<file path="src/rtl/halt_detector.sv">
// halt_detector: watches the retired-instruction stream and raises a sticky
// `ended` when the CPU settles into a terminal tight loop (period 1 or 2)
// or when the retired-instruction budget runs out. Pure observer.
module halt_detector #(
   parameter int unsigned PC_WIDTH  = 15,
   parameter int unsigned CONFIRM   = 4,
   parameter int unsigned MAX_STEPS = 100000,
   parameter int unsigned CNT_WIDTH = 32
) (
   input  logic                 clk,
   input  logic                 reset,
   input  logic                 step,
   input  logic [PC_WIDTH-1:0]  pc,
   input  logic                 mem_write,
   output logic                 ended,
   output logic                 timeout,
   output logic [PC_WIDTH-1:0]  halt_pc,
   output logic [CNT_WIDTH-1:0] step_count
);

   localparam int unsigned STREAK_W = (CONFIRM < 2) ? 1 : $clog2(CONFIRM + 1);

   typedef enum logic [1:0] {
      ST_RUN     = 2'd0,
      ST_HALTED  = 2'd1,
      ST_TIMEOUT = 2'd2
   } state_e;

   state_e                state_q,      state_d;
   logic [PC_WIDTH-1:0]   prev_pc_q,    prev_pc_d;
   logic [PC_WIDTH-1:0]   prev2_pc_q,   prev2_pc_d;
   logic [1:0]            hist_q,       hist_d;
   logic [STREAK_W-1:0]   streak_q,     streak_d;
   logic [CNT_WIDTH-1:0]  step_count_q, step_count_d;
   logic                  ended_q,      ended_d;
   logic                  timeout_q,    timeout_d;
   logic [PC_WIDTH-1:0]   halt_pc_q,    halt_pc_d;

   logic                  hit_p1_c;
   logic                  hit_p2_c;
   logic                  hit_c;
   logic [CNT_WIDTH:0]    cnt_inc_c;

   // Loop-hit detection against the retained history.
   always_comb begin
      hit_p1_c  = (hist_q != 2'd0) && (pc == prev_pc_q);
      hit_p2_c  = (hist_q == 2'd2) && (pc == prev2_pc_q);
      hit_c     = (hit_p1_c || hit_p2_c) && !mem_write;
      cnt_inc_c = {1'b0, step_count_q} + (CNT_WIDTH + 1)'(1);
   end

   // Next-state: history, streak, counter and halt/timeout decision.
   always_comb begin
      state_d      = state_q;
      prev_pc_d    = prev_pc_q;
      prev2_pc_d   = prev2_pc_q;
      hist_d       = hist_q;
      streak_d     = streak_q;
      step_count_d = step_count_q;
      ended_d      = ended_q;
      timeout_d    = timeout_q;
      halt_pc_d    = halt_pc_q;

      if (state_q == ST_RUN && step) begin
         prev2_pc_d = prev_pc_q;
         prev_pc_d  = pc;
         hist_d     = (hist_q == 2'd2) ? 2'd2 : hist_q + 2'd1;

         if (!hit_c)
            streak_d = '0;
         else if (streak_q != STREAK_W'(CONFIRM))
            streak_d = streak_q + STREAK_W'(1);

         if (step_count_q != {CNT_WIDTH{1'b1}})
            step_count_d = step_count_q + CNT_WIDTH'(1);

         // Halt takes priority over a coincident budget expiry.
         if (hit_c && streak_q == STREAK_W'(CONFIRM - 1)) begin
            state_d = ST_HALTED;
            ended_d = 1'b1;
            if (hit_p1_c)
               halt_pc_d = pc;
            else
               halt_pc_d = (pc < prev_pc_q) ? pc : prev_pc_q;
         end else if (cnt_inc_c == (CNT_WIDTH + 1)'(MAX_STEPS)) begin
            state_d   = ST_TIMEOUT;
            ended_d   = 1'b1;
            timeout_d = 1'b1;
            halt_pc_d = pc;
         end
      end
   end

   // State and output registers, cleared asynchronously.
   always_ff @(posedge clk or posedge reset) begin
      if (reset) begin
         state_q      <= ST_RUN;
         prev_pc_q    <= '0;
         prev2_pc_q   <= '0;
         hist_q       <= 2'd0;
         streak_q     <= '0;
         step_count_q <= '0;
         ended_q      <= 1'b0;
         timeout_q    <= 1'b0;
         halt_pc_q    <= '0;
      end else begin
         state_q      <= state_d;
         prev_pc_q    <= prev_pc_d;
         prev2_pc_q   <= prev2_pc_d;
         hist_q       <= hist_d;
         streak_q     <= streak_d;
         step_count_q <= step_count_d;
         ended_q      <= ended_d;
         timeout_q    <= timeout_d;
         halt_pc_q    <= halt_pc_d;
      end
   end

   assign ended      = ended_q;
   assign timeout    = timeout_q;
   assign halt_pc    = halt_pc_q;
   assign step_count = step_count_q;

endmodule

</file>
<file path="config.mk">
export PLATFORM = sky130hd
export DESIGN_NAME = halt_detector
export DESIGN_NICKNAME = d
export VERILOG_FILES = /design/src/rtl/halt_detector.sv
export SDC_FILE = /design/constraint.sdc
export NUM_CORES = 1
export LEC_CHECK = 0
export CORE_MARGIN = 4
export CORE_UTILIZATION = 58
export CTS_BUF_LIST = sky130_fd_sc_hd__clkbuf_8 sky130_fd_sc_hd__clkbuf_16
export DETAILED_ROUTE_END_ITERATION = 8
export DONT_BUFFER_PORTS = 1
export PLACE_DENSITY = 0.74
export SYNTH_ARGS = -nofsm -noshare
export SYNTH_HDL_FRONTEND = slang
export SYNTH_SLANG_ARGS = --single-unit
</file>
<file path="constraint.sdc">
create_clock -name clk -period 8.5 [get_ports clk]
set_input_delay 0.85 -clock clk [delete_from_list [all_inputs] [get_ports clk]]
set_output_delay 0.85 -clock clk [all_outputs]
set_load 0.005 [all_outputs]
</file>
After elaboration in Yosys (flattened, before gate mapping) --
Index checks and enable logic that the tools add are counted.
Word-level totals: input bits 19, register bits after elaboration 86, logic and storage cells 48
Cells by class: reduce and logical (&&, ||, !) cells 14, mux-type cells 11, add/subtract/negate cells 4, $lt $le $gt $ge 1, equality and inequality tests 8, bitwise gates (word level) 1
Operator list (number):
- 2-to-1 mux 15 bit | 4
- adder 32 x 1 -> 33 bit, second input constant | 1
- == test 33 x 17 -> 1 bit, second input constant | 1
- adder 32 x 1 -> 32 bit, second input constant | 1
- != test 32 bit, second input constant | 1
- == test 15 bit | 2
- less-than comparator 15 bit | 1
- 2-to-1 mux 2 bit | 3
- 2-to-1 mux 3 bit | 2
- AND reduction 2 bit | 3
- logical AND 1 bit | 5
- nonzero test 2 bit | 2
- adder 3 x 1 -> 3 bit, second input constant | 1
- == test 3 x 2 -> 1 bit, second input constant | 1
- != test 3 bit, second input constant | 1
- AND reduction 3 bit | 1
- adder 2 x 1 -> 2 bit, second input constant | 1
- == test 2 bit, second input constant | 1
- logical NOT 2 bit | 1
- 2-to-1 mux 1 bit | 2
- != test 2 x 1 -> 1 bit, second input constant | 1
- logical NOT 1 bit | 1
- logical OR 1 bit | 1
- NOT 1 bit | 1

Logic depth before layout (Yosys ltp) --
depth in word-level cells 7, gate-level depth with buffers 12, gate-level depth less buffers 10

Least setup slack after synthesis --
No wires, ideal clock.
kind in2reg, start point input pc[8], end point register halt_pc_q[1], in the netlist halt_pc[1], library setup time 125 ps, data required time 8375 ps, buffers on the path 2, data arrival time 3015 ps, path slack 5360 ps, stages on the path 10, path through ha_1 a21o_1 a221o_1 a221oi_1 o21ai_0 and4b_1 buf_2 clkbuf_1 mux2_2 mux2_4
Between the ends: longest elaborated chain between the ends 7, elaborated cells between the ends (all ways) 13
Ends and longest elaborated chain:
- from (decl) | line 13 | input logic [PC_WIDTH-1:0] pc,
- parallel branches: the longest is 7 deep, another holds less-than comparator 15 bit
- to (signal assigned) | line 115 | halt_pc_q <= halt_pc_d;
- to (decl) | line 37 | logic [PC_WIDTH-1:0] halt_pc_q, halt_pc_d;
Parallel ways; which one is timed is not known. A chain may end at the register's enable or synchronous reset.

Final worst setup path --
start point register step_count_q[1], in the netlist step_count[1], end point register halt_pc_q[14], in the netlist halt_pc[14]
Between the ends: longest elaborated chain between the ends 4
Ends and longest elaborated chain:
- from (decl) | line 34 | logic [CNT_WIDTH-1:0] step_count_q, step_count_d;
- from (signal assigned) | line 112 | step_count_q <= step_count_d;
- adder 32 x 1 -> 33 bit | line 49 | cnt_inc_c = {1'b0, step_count_q} + (CNT_WIDTH + 1)'(1);
- == test 33 x 17 -> 1 bit | line 85 | end else if (cnt_inc_c == (CNT_WIDTH + 1)'(MAX_STEPS)) begin
- nonzero test 2 bit (no line)
- AND reduction 2 bit (no line)
No other way between the ends.

==> reports/summary.txt <==
Number of flops mapped to enable cells by yosys -> 0
Minimum clock period -> 4.19 ns
Final antenna-violating net count -> 0
Worst Setup Path Type -> register to register
CP cell instances -> ha_1 > nand4_2 > nor4_2 > nand4_1 > xnor2_1 > nor4_1 > nand4_1 > a21oi_4 > mux2_2
Leading area contributor after synthesis -> dfrtp_1
Initial DRC Count -> 115
CTS Hold Bufs -> 0
Crit Path Max Fanout -> 16
Layout cells sized above 1 -> 13.2%
Setup crit end -> halt_pc[14]
Yosys top cell area share -> 44.1%
Maximum vdd drop -> 0.153 mV
Slowest cell on crit path -> nor4_2
R2R cell count -> 9
Initial antenna violation count -> 0
# setup viols final -> 0
Initial core utilization -> 59.4%
Mean routed wirelength per cell -> 17.2 um
Number of port buffers -> 0
Power per cell area -> 187 nW/um^2
Drt first pass iters -> 5
Grt ovf -> 0
Final GP Congestion -> 0.846
Max-cap violations -> 0
Max_slew headroom -> 30.4%
Top cells by area, synth -> dfrtp_1, xnor2_1, ha_1
Synth Area in Compound Gates -> 9.07%
Hold WS -> 0.220 ns
Total CTS buffers -> 9
Reg2reg setup slack -> 4.31 ns
Worst-path clk slew -> 0.09 ns
# diodes -> 0
Final clock skew -> 0.0122 ns
RSZ-0062 raised after global routing -> no
CP required -> 8.74 ns
Largest family of logic cells by synthesized area -> simple AND/OR/NAND/NOR gates
P_leak -> 0.00219 uW
Reg2Reg Capture Point -> halt_pc[14]
Final TNS setup -> 0 ns
Clk Latency, worst-skew pair -> 0.35 ns
H-tree depth -> 3
Slowest stage delay, CP -> 0.93 ns
Via density per instance -> 5.85
Die height -> 99.8 um
Final WL -> 10000 um
Post-synthesis mux area share -> 7.84%
Row cnt -> 33
Total core area -> 8220 um^2
Post-CTS Setup Bufs -> 0
Chip width -> 99.8 um
CTS tree -> built
Top FF cell, synth -> dfrtp_1
TritonCTS Sinks -> 86
Die Area -> 9950 um^2
Type of the worst min-delay path -> input pin to async pin
Vias in the first global route -> 3466
# DRC -> 0
Crit path DAT -> 4.43 ns
Unique masters post-synth -> 59
Fin. Hold Viols -> 0
Synth warn -> 0
Fmax -> 0.239 GHz
Final worst-path cycle share -> 49.3%
RR Startpoint -> step_count[1]
Synth Area in Adders -> 5.89%
First-pass GRT wire length -> 17200 um
Clk buf depth -> 2
DPL Wire Length -> 7220 um
Ys async rst share -> 100%
GR Util All Layers -> 21.5%
Simple-gate share of the synthesized area -> 18.8%
CTS resizes -> 0
Status -> finished, final reports clean
Syn nets -> 527
Worst path most repeated cell -> nand4_1
Root Buffer -> clkbuf_8
Synth Area in XOR/XNOR -> 9.86%
Seq/Total Area, Yosys -> 44.1%
Vias post-DR -> 3406
Io pins -> 68
P&R area growth vs syn -> 4.97%
CP Launch Type -> register
Yosys reg bits -> 86
Least-Margin Pin Slew -> 1.04 ns
Synth Instances -> 485
Nets -> 514
Tot Pwr -> 957 uW
Final Util -> 62.4%
Worst setup EP type -> register
Worst Setup SP -> step_count[1]
Final Slew Violations -> 0
Largest net degree at the start of global routing -> 84
Cell Area, Synth -> 4880 um^2
Post-synthesis area per instance -> 10.1 um^2
kinds of logic after synthesis:
kind of cell / after synthesis
AOI/OAI and AO/OA: 70
buffers and inverters: 50
DFF: 86
adders and majority gates: 23
and+or+nand+nor: 170
xor gates and xnor gates: 55
muxes: 31
critical path, delay by kind of cell (launching register included):
kind            cells  cell delay, ns
flops               1            0.51
compound gates      1            0.65
mux                 1            0.42
fa+ha+maj           1            0.34
xor+xnor            1            0.22
simple gates        5            1.93
per-stage QoR:
step / instances / area, um^2 / worst slack, ns
4_1_cts: 582 / 5130 / 4.28
2_1_floorplan: 485 / 4880 / 5.36
3_3_place_gp: 566 / 4900 / 4.53
6_report: 582 / 5130 / 4.31
3_5_place_dp: 566 / 4900 / 4.32
5_1_grt: 582 / 5130 / 3.99
synth_stat cells (2+ instances only):
library cell / instances
dfrtp_1: 86
nand2_1: 65
xnor2_1: 49
o21ai_0: 34
inv_1: 24
ha_1: 23
mux2_2: 22
nor2_1: 22
nand4_1: 19
nand3_1: 17
clkbuf_1: 15
mux2_4: 9
a21oi_1: 8
nor3_1: 8
buf_2: 6
xor2_1: 6
a211oi_1: 5
and2_1: 5
nand2b_1: 4
nor4_1: 4
and4_1: 3
nor4_2: 3
a22o_1: 2
a311oi_1: 2
a41oi_1: 2
and4b_1: 2
buf_4: 2
clkbuf_2: 2
nand4_4: 2
o22ai_1: 2
o32ai_1: 2
or2_2: 2
or3_1: 2
sequential cells by signal, indices dropped and copies added (netlist names):
name,flops
timeout,1
prev_pc_q,15
state_q,2
ended,1
halt_pc,15
step_count,32
streak_q,3
prev2_pc_q,15
hist_q,2
metal layers:
metal  up-vias  GRT usage [%]  share of wire, %
met3        10           5.77               5.6
met2        81           36.9                51
met5         -              0                 0
met1      1655           26.4                42
met4         0           6.51               1.2
li1       1660              -                 -
final cells by class:
cell class	instances	area, um^2
Tap cell	105	131
Sequential cell	86	2150
Inverter	24	91.3
Clock buffer	10	138
Clock inverter	6	86.3
Multi-Input combinational cell	349	2510
Timing Repair Buffer	2	15.0
Fill cell	679	3090
cell usage in the layout, fill, tap and decap left out, types with 3 or more instances in the layout:
cell type,count
nand4_1,19
ha_1,23
nor3_1,8
xnor2_1,49
xor2_1,6
a211oi_1,5
and4_1,3
nand2b_1,4
nor4_1,4
nor2_1,21
dfrtp_1,86
o21ai_0,34
nor4_2,3
mux2_2,22
clkbuf_8,10
nand3_1,17
inv_1,24
and2_1,5
nand2_1,65
mux2_4,9
a21oi_1,8
report_power, final:
| part | leakage [uW] | internal [uW] | switching [uW] | total (uW) |
|---|---|---|---|---|
| Combinational | 0.000961 | 61.8 | 78.8 | 141 |
| Sequential | 0.00111 | 446 | 50.6 | 496 |
| Clock | 0.000118 | 173 | 147 | 320 |
worst min path at each step:
stage	start	cells after the start	end	slack [ns]
2_1_floorplan	state_q[1]	1	state_q[1]	0.42
3_3_place_gp	state_q[1]	1	state_q[1]	0.44
5_1_grt	reset	1	ended	0.19
4_1_cts	reset	1	ended	0.20
6_report	reset	1	halt_pc[0]	0.22
3_5_place_dp	state_q[1]	1	state_q[1]	0.45
Power figures use the tool's default switching activity.
